**src/rtl/axi_lite_req_arbiter.sv**
```systemverilog
`default_nettype none
// ============================================================================
// Module   : axi_lite_req_arbiter
// Purpose  : Round-robin arbiter sharing one AXI-Lite master port between
//            NUM_REQ register-access requesters, with per-transaction timeout.
// Revision : 1.0 - initial release
// ============================================================================
module axi_lite_req_arbiter #(
    parameter int          NUM_REQ        = 2,
    parameter int          TIMEOUT_CYCLES = 1024,
    parameter logic [31:0] ERR_RDATA      = 32'hDEADBEEF
) (
    input  logic                   user_clk,
    input  logic                   user_reset,

    input  logic [NUM_REQ-1:0]     req_valid,
    input  logic [NUM_REQ-1:0]     req_write,
    input  logic [32*NUM_REQ-1:0]  req_addr,
    input  logic [32*NUM_REQ-1:0]  req_wdata,
    input  logic [4*NUM_REQ-1:0]   req_wstrb,
    output logic [NUM_REQ-1:0]     req_ready,
    output logic [NUM_REQ-1:0]     rsp_valid,
    output logic [31:0]            rsp_rdata,
    output logic                   rsp_err,

    output logic [31:0]            M_AXI_AWADDR,
    output logic                   M_AXI_AWVALID,
    input  logic                   M_AXI_AWREADY,
    output logic [31:0]            M_AXI_WDATA,
    output logic [3:0]             M_AXI_WSTRB,
    output logic                   M_AXI_WVALID,
    input  logic                   M_AXI_WREADY,
    input  logic [1:0]             M_AXI_BRESP,
    input  logic                   M_AXI_BVALID,
    output logic                   M_AXI_BREADY,

    output logic [31:0]            M_AXI_ARADDR,
    output logic                   M_AXI_ARVALID,
    input  logic                   M_AXI_ARREADY,
    input  logic [31:0]            M_AXI_RDATA,
    input  logic [1:0]             M_AXI_RRESP,
    input  logic                   M_AXI_RVALID,
    output logic                   M_AXI_RREADY
);

    localparam int c_GW = (NUM_REQ > 1) ? $clog2(NUM_REQ) : 1;
    localparam int c_TW = (TIMEOUT_CYCLES > 1) ? $clog2(TIMEOUT_CYCLES) : 1;
    localparam logic [c_TW-1:0] c_TIMER_LAST =
        c_TW'((TIMEOUT_CYCLES > 0) ? TIMEOUT_CYCLES - 1 : 0);
    localparam logic [c_GW-1:0] c_LAST_RESET = c_GW'(NUM_REQ - 1);
    localparam bit c_TIMEOUT_EN = (TIMEOUT_CYCLES > 0);

    typedef enum logic [2:0] {
        S_IDLE    = 3'd0,
        S_WR_ADDR = 3'd1,
        S_WR_RESP = 3'd2,
        S_RD_ADDR = 3'd3,
        S_RD_DATA = 3'd4,
        S_RESP    = 3'd5
    } state_t;

    state_t            r_state;
    state_t            w_state_next;
    logic [c_GW-1:0]   r_grant;
    logic [c_GW-1:0]   r_last_grant;
    logic [31:0]       r_addr;
    logic [31:0]       r_wdata;
    logic [3:0]        r_wstrb;
    logic              r_aw_done;
    logic              r_w_done;
    logic [c_TW-1:0]   r_timer;
    logic [31:0]       r_rdata;
    logic              r_err;

    logic              w_found;
    logic [c_GW-1:0]   w_sel;
    logic              w_grant_now;
    logic              w_aw_hs;
    logic              w_w_hs;
    logic              w_active;
    logic              w_timeout;
    logic              w_abort;
    logic              w_unused;

    // Nearest pending requester after last_grant; descending scan so the closest wins.
    always_comb begin
        w_found = 1'b0;
        w_sel   = '0;
        for (int k = NUM_REQ; k >= 1; k--) begin
            if (req_valid[(int'(r_last_grant) + k) % NUM_REQ]) begin
                w_found = 1'b1;
                w_sel   = c_GW'((int'(r_last_grant) + k) % NUM_REQ);
            end
        end
    end

    assign w_grant_now = (r_state == S_IDLE) && w_found && !user_reset;
    assign w_aw_hs     = (r_state == S_WR_ADDR) && !r_aw_done && M_AXI_AWREADY;
    assign w_w_hs      = (r_state == S_WR_ADDR) && !r_w_done && M_AXI_WREADY;
    assign w_active    = (r_state != S_IDLE) && (r_state != S_RESP);
    assign w_timeout   = c_TIMEOUT_EN && (r_timer == c_TIMER_LAST);
    assign w_unused    = ^{M_AXI_BRESP[0], M_AXI_RRESP[0]};

    always_ff @(posedge user_clk) begin
        if (user_reset) begin
            r_state <= S_IDLE;
        end else begin
            r_state <= w_state_next;
        end
    end

    // A response arriving in the timeout cycle takes priority over the abort.
    always_comb begin
        w_state_next  = r_state;
        w_abort       = 1'b0;
        M_AXI_AWVALID = 1'b0;
        M_AXI_WVALID  = 1'b0;
        M_AXI_BREADY  = 1'b0;
        M_AXI_ARVALID = 1'b0;
        M_AXI_RREADY  = 1'b0;
        case (r_state)
            S_IDLE: begin
                if (w_grant_now) begin
                    w_state_next = req_write[w_sel] ? S_WR_ADDR : S_RD_ADDR;
                end
            end
            S_WR_ADDR: begin
                M_AXI_AWVALID = !r_aw_done;
                M_AXI_WVALID  = !r_w_done;
                if ((r_aw_done || w_aw_hs) && (r_w_done || w_w_hs)) begin
                    w_state_next = S_WR_RESP;
                end else if (w_timeout) begin
                    w_state_next = S_RESP;
                    w_abort      = 1'b1;
                end
            end
            S_WR_RESP: begin
                M_AXI_BREADY = 1'b1;
                if (M_AXI_BVALID) begin
                    w_state_next = S_RESP;
                end else if (w_timeout) begin
                    w_state_next = S_RESP;
                    w_abort      = 1'b1;
                end
            end
            S_RD_ADDR: begin
                M_AXI_ARVALID = 1'b1;
                if (M_AXI_ARREADY) begin
                    w_state_next = S_RD_DATA;
                end else if (w_timeout) begin
                    w_state_next = S_RESP;
                    w_abort      = 1'b1;
                end
            end
            S_RD_DATA: begin
                M_AXI_RREADY = 1'b1;
                if (M_AXI_RVALID) begin
                    w_state_next = S_RESP;
                end else if (w_timeout) begin
                    w_state_next = S_RESP;
                    w_abort      = 1'b1;
                end
            end
            S_RESP: begin
                w_state_next = S_IDLE;
            end
            default: begin
                w_state_next = S_IDLE;
            end
        endcase
    end

    always_ff @(posedge user_clk) begin
        if (user_reset) begin
            r_grant      <= '0;
            r_last_grant <= c_LAST_RESET;
            r_addr       <= '0;
            r_wdata      <= '0;
            r_wstrb      <= '0;
            r_aw_done    <= 1'b0;
            r_w_done     <= 1'b0;
            r_timer      <= '0;
            r_rdata      <= '0;
            r_err        <= 1'b0;
        end else begin
            if (w_grant_now) begin
                r_grant      <= w_sel;
                r_last_grant <= w_sel;
                r_addr       <= req_addr[int'(w_sel)*32 +: 32];
                r_wdata      <= req_wdata[int'(w_sel)*32 +: 32];
                r_wstrb      <= req_wstrb[int'(w_sel)*4 +: 4];
                r_aw_done    <= 1'b0;
                r_w_done     <= 1'b0;
                r_timer      <= '0;
            end else begin
                if (w_aw_hs) begin
                    r_aw_done <= 1'b1;
                end
                if (w_w_hs) begin
                    r_w_done <= 1'b1;
                end
                if (w_active) begin
                    r_timer <= r_timer + 1'b1;
                end
            end

            if (r_state == S_WR_RESP && M_AXI_BVALID) begin
                r_err <= M_AXI_BRESP[1];
            end else if (r_state == S_RD_DATA && M_AXI_RVALID) begin
                r_rdata <= M_AXI_RDATA;
                r_err   <= M_AXI_RRESP[1];
            end else if (w_abort) begin
                r_rdata <= ERR_RDATA;
                r_err   <= 1'b1;
            end
        end
    end

    always_comb begin
        req_ready = '0;
        rsp_valid = '0;
        for (int i = 0; i < NUM_REQ; i++) begin
            req_ready[i] = w_grant_now && (w_sel == c_GW'(i));
            rsp_valid[i] = (r_state == S_RESP) && (r_grant == c_GW'(i));
        end
    end

    assign rsp_rdata    = r_rdata;
    assign rsp_err      = r_err;
    assign M_AXI_AWADDR = r_addr;
    assign M_AXI_ARADDR = r_addr;
    assign M_AXI_WDATA  = r_wdata;
    assign M_AXI_WSTRB  = r_wstrb;

endmodule
`default_nettype wire
```
**config.mk**
```make
export PLATFORM = sky130hd
export DESIGN_NAME = axi_lite_req_arbiter
export DESIGN_NICKNAME = d
export VERILOG_FILES = /design/src/rtl/axi_lite_req_arbiter.sv
export SDC_FILE = /design/constraint.sdc
export NUM_CORES = 1
export LEC_CHECK = 0
export ABC_AREA = 1
export ABC_CLOCK_PERIOD_IN_PS = 1950
export CORE_MARGIN = 8
export CORE_UTILIZATION = 30
export DETAILED_ROUTE_END_ITERATION = 16
export GPL_TIMING_DRIVEN = 1
export HOLD_SLACK_MARGIN = 0.1
export PLACE_DENSITY = 0.68
export SYNTH_ARGS = -nofsm -noshare
export SYNTH_HDL_FRONTEND = slang
export SYNTH_SLANG_ARGS = --single-unit
```
**constraint.sdc**
```tcl
create_clock -name user_clk -period 1.95 [get_ports user_clk]
set_input_delay 0.39 -clock user_clk [delete_from_list [all_inputs] [get_ports user_clk]]
set_output_delay 0.39 -clock user_clk [all_outputs]
set_load 0.05 [all_outputs]
```
After elaboration in Yosys (flattened, before gate mapping). Cells that the tools add are included. W data, S select, Z words.

Bits in registers: 118. Output and inout port bits: 142. Logic and storage cells: 94.

Add/sub/neg operators: 3. Order comparisons: 3. Equality and inequality tests: 8. Shift operators: 3. Muxes and demuxes: 36. Bitwise operators: 5. Reduce and logical (&&, ||, !) cells: 25.

Operators with widths (number): $shiftx A64 B7 Y32 (2); $mux W32 (2); $mux W1 (25); $mux W3 (6); $pmux W3 S5 (1); $logic_and A1 B1 Y1 (14); $add A10 B1 Y10 const B (1); $eq A10 B10 Y1 const B (1); $shiftx A8 B4 Y4 (1); $eq A3 B2 Y1 const B (2); $eq A3 B3 Y1 const B (2); $lt A2 B3 Y1 const B (2); $reduce_bool A3 Y1 (2); $pmux W1 S4 (1); $eq A3 B1 Y1 const B (1); $logic_not A1 Y1 (3); $logic_not A3 Y1 (1); $ne A3 B3 Y1 const B (1); $not A1 Y1 (3); $add A1 B1 Y1 const B (2); $and A1 B1 Y1 const A (2); $logic_or A1 B1 Y1 (2); $lt A1 B2 Y1 const B (1); $mux W2 (1); other kinds (4) (4).

Depth between registers and ports, before layout.
Depth after elaboration: 12. Depth in mapped cells: 12.

Least setup slack after synthesis. Ideal clock, no wire load.

Path type: reg-to-reg. Start: reg r_state[2]. End: reg r_rdata[10] (netlist: rsp_rdata[10]). Library setup time: 58 ps. Data arrival time: 2026 ps. Data required time: 1892 ps. Path slack: -134 ps. Stages on the path, launching flop included: 13. Path buffers: 1. Cells stage by stage: dfxtp_1 > inv_2 > nand2_1 > nor2_1 > nand2_1 > nand2_1 > nor2_1 > nand2_1 > nand2_2 > nand2_4 > buf_4 > o21bai_1 > inv_1.

Cells in the longest elaborated chain, start to end: 9. Elaborated cells between the ends (all ways): 19.

RTL lines: start, declared (RTL line 62) `state_t r_state;`; start signal, assigned (RTL line 108) `r_state <= w_state_next;`; $eq A3 B1 Y1 (RTL line 98, 99, 121); $logic_and A1 B1 Y1, on equally long branches (2 in a row) (RTL line 98, 99); $logic_or A1 B1 Y1 (RTL line 130) `if ((r_aw_done || w_aw_hs) && (r_w_done || w_w_hs)) begin`; $logic_and A1 B1 Y1 (RTL line 130); $mux W1 (RTL line 130); $pmux W1 S4 (RTL line 121) `case (r_state)`; $reduce_bool A2 Y1 (no line); $reduce_and A2 Y1 (no line); end signal, assigned (RTL line 183) `r_rdata <= '0;`; end signal, assigned (RTL line 210) `r_rdata <= M_AXI_RDATA;`; end signal, assigned (RTL line 213) `r_rdata <= ERR_RDATA;`; end, declared (RTL line 72) `logic [31:0] r_rdata;`.

Several ways; a longest one is shown, not always the timed one. A chain may end at the register's enable or synchronous reset.

Worst setup path in the final report.
Start: reg r_state[0]. End: out req_ready[0].

Cells in the longest elaborated chain, start to end: 4.

RTL lines: $logic_not A3 Y1 (RTL line 97) `assign w_grant_now = (r_state == S_IDLE) && w_found && !user_reset;`; $logic_and A1 B1 Y1 (2 in a row) (RTL line 97); $logic_and A1 B1 Y1 (RTL line 223) `req_ready[i] = w_grant_now && (w_sel == c_GW'(i));`; end, declared (RTL line 21) `output logic [NUM_REQ-1:0] req_ready,`.

No other way between the ends.

==> flow_summary.yaml <==
pwr:
  powerDensity_nw_per_um2: 1030
  leakagePower_uw: 0.00419
  max-vdd-ir-drop_uv: 602
yosys:
  synth_edf_count: 0
  synthArstFlopShare: 0
  yosysSeqAreaShare: 0.457
  yosys.area.top_type_share: 0.457
  synthesis.area_um2: 5170
  yosys-top-cells-area: "dfxtp_1 46%, nand2_1 18%, a31oi_1 8.4%, buf_4 5.1%, inv_1 4.1%"
  synth_area_per_cell_um2: 7.36
  yosysUniqueCellTypes: 30
  synthCells: 702
  synth_fp_nets: 886
  synth_top_area_cell: "dfxtp_1"
  synth_flop_cell: "dfxtp_1"
  yosysWarnings: 0
  ys_ff_latch: 118
floorplanning:
  core_area_um2: 17100
  die-area_um2: 21700
  core.rowCount: 48
  io_pins: 325
  start_util: 0.303
  die_h_um: 147
  chipWidth_um: 147
grt:
  gr-usage-all-layers: 0.179
  antenna_found_initial: 1
  grt_max_degree: 79
  overflow: 0
  grt_pass1_wl_mm: 31.0
  grt_pass1_vias: 5830
run_status:
  violations: "setup timing"
  status: "finished with violations"
final_layout:
  nNetsFinal: 1185
  fill_cells: 1664
  area_growth_pct: 74.8
  fin_area_um2: 9030
  drive_gt1_frac: 0.131
timing:
  slew_headroom: 0.407
  worst_slew_pin_slew_ns: 0.890
  rsz0062_at_grt: "true"
  max_freq_ghz: 0.506
  setup_ws_ns: -0.0270
  slew_viol_final: 0
  clock_skew_ns: 0.00876
  totalNegativeSetupSlack_ns: -0.0270
  setup_viol: 1
  hold_viol: 0
  final.period_utilization: 1.01
  final.min_clock_period_ns: 1.98
clock_network:
  cts_sinks: 118
  clock_latency_ns: 0.41
  htree_num_levels: 4
  cts_buffer_depth: 2
  cts_tree: "done"
  root_buffer: "clkbuf_16"
  cts_hold_buf: 0
  cts_buffers: 17
  clkTransAtPathRegs_ns: 0.05
setup_path:
  cpLargestDelayFamily: "simple AND/OR/NAND/NOR gates"
  crit_arrival_ns: 1.59
  cp.required_ns: 1.56
  cpMaxStageDelayCell: "dfxtp_2"
  worst-path-buf-inv: 2
  reg2reg_depth: 7
  critPathCaptureType: "primary output"
  path_cells: "nor2_4 -> nand2_2 -> a21oi_2 -> nand2_2 -> nor2_4 -> buf_12 -> buf_12"
  cp.depth: 7
  start_kind: "flop"
  crit_fanout: 3
  slowest_delay_ns: 0.34
  worstSetupPathType: "flop to primary output"
detailed_routing:
  vias: 5692
  drt.antenna.violating_nets: 0
  drt_pass1_iterations: 5
  post_drt_wl_per_cell_um: 16.3
  routed_wl_mm: 20.2
  drc: 0
  initialDrtViolationCount: 247
  vias_per_cell: 4.59
place:
  dpl.hpwl_mm: 15.0
  placed_cell_area_um2: 8410
  place.gp.congestion: 0.837
  port_buffers: 322
min_path:
  hold_depth: 5
  hp-class: "input pin to flop"
flow_run:
  drv_cap: 0
-- final cells by class --
class | count | area [um^2] | area share
well taps | 225 | 282 | 0.0312
diodes | 1 | 2.50 | 0.000277
flip-flops and latches | 118 | 2370 | 0.262
clock buffers | 23 | 478 | 0.0529
repair buffers | 349 | 3370 | 0.373
inverters | 58 | 220 | 0.0244
multi-input cells | 457 | 2210 | 0.245
clock inverters | 8 | 98.8 | 0.0109
-- worst reg2reg max path: stages (launching register included) --
cell and delay [ns]:
dfxtp_2 0.38, inv_4 0.06, nand2_2 0.09, a21oi_2 0.05, nand2_2 0.12, buf_4 0.60, nand2_1 0.21, a31oi_1 0.20
-- cell families (layout without fill, tap and decap cells) --
family,count (synthesis),count (layout),synth area share
xor+xnor,1,1,0.00170
simple gates,304,304,0.236
flops,118,118,0.457
other cells,0,1,0
fa+ha+maj,1,1,0.00242
compound gates,151,151,0.177
buf+inv,127,438,0.126
-- metal layers --
layer	vias up	share of wire	global-route usage
met5	-	0	0
met4	0	0.025	0.0770
met3	30	0.093	0.0757
met2	239	0.49	0.304
met1	2566	0.39	0.193
li1	2857	-	-
-- sequential cells by signal (all words and copies together) (netlist names) --
register,cells
M_AXI_WSTRB,4
rsp_rdata,32
r_state,3
r_timer,10
r_grant,1
M_AXI_ARADDR,32
r_aw_done,1
r_w_done,1
rsp_err,1
M_AXI_WDATA,32
r_last_grant,1
-- layout by cell type (no fill, tap or decap), types with 2 or more instances in the layout --
master and instances:
nand2_1 250, clkbuf_8 3, dlygate4sd2_1 88, o22ai_1 2
a31oi_1 69, nor3_1 5, nor2_1 10, clkinvlp_4 2
clkbuf_1 3, dfxtp_2 3, o21ai_0 33, a21oi_1 20
clkdlybuf4s50_1 177, inv_1 53, dfxtp_1 114, nor2_4 7
nand3_1 14, buf_4 64, nor2_2 4, o21bai_1 24
nand4_1 4, dlymetal6s2s_1 5, buf_12 14, clkinv_2 3
bufinv_16 2, clkbuf_16 17, nand2_2 5, inv_2 3
-- where the power goes --
part | switching (uW) | internal [uW]
clock network | 1090 | 1970
logic | 2190 | 1210
registers | 187 | 2690
total | 3470 | 5870
-- synth_stat cells (2+ instances only) --
library cell and instances:
a31oi_1 69, buf_6 4, o22ai_1 2, buf_4 35
nor2_1 19, nand2_1 251, clkbuf_1 19, o21ai_0 33
nand2_2 4, nand3_1 14, nor3_1 5, inv_1 56
buf_2 11, dfxtp_1 118, a21oi_1 20, nor2_4 2
o21bai_1 24, nand4_1 4
-- per-stage QoR --
stage	utilization	hold slack, ns	total power, uW	setup WS, ns	instances
3_5_place_dp	0.493	0.450	6330	-0.283	1197
6_report	0.530	0.424	9340	-0.0270	1239
5_1_grt	0.530	0.456	9760	-0.0997	1239
3_3_place_gp	0.493	0.446	6310	-0.254	1197
2_1_floorplan	-	0.443	5020	0.118	702
4_1_cts	0.525	0.459	9360	-0.0891	1234
-- path summary, 6_finish.rpt --
| check | startpoint | slack, ns | end |
|---|---|---|---|
| max | r_state[0]$_SDFFE_PP0P_ | -0.03 | req_ready[0] |
| min reg2reg | rsp_rdata[30]$_SDFFE_PP0P_ | 0.46 | rsp_rdata[30]$_SDFFE_PP0P_ |
| min | req_valid[0] | 0.42 | r_state[1]$_SDFFE_PP0P_ |
| max reg2reg | r_state[2]$_SDFFE_PP0P_ | 0.15 | M_AXI_WDATA[7]$_SDFFE_PP0P_ |
-- timing repair --
action                                 4_1_cts  5_1_grt
pin swaps                                    6        7
setup endpoints to repair                   91       43
gates resized for setup                     96       20
endpoints found under the hold margin        0        0
buffers inserted                             6        4
(Power assumes the default switching activity.)
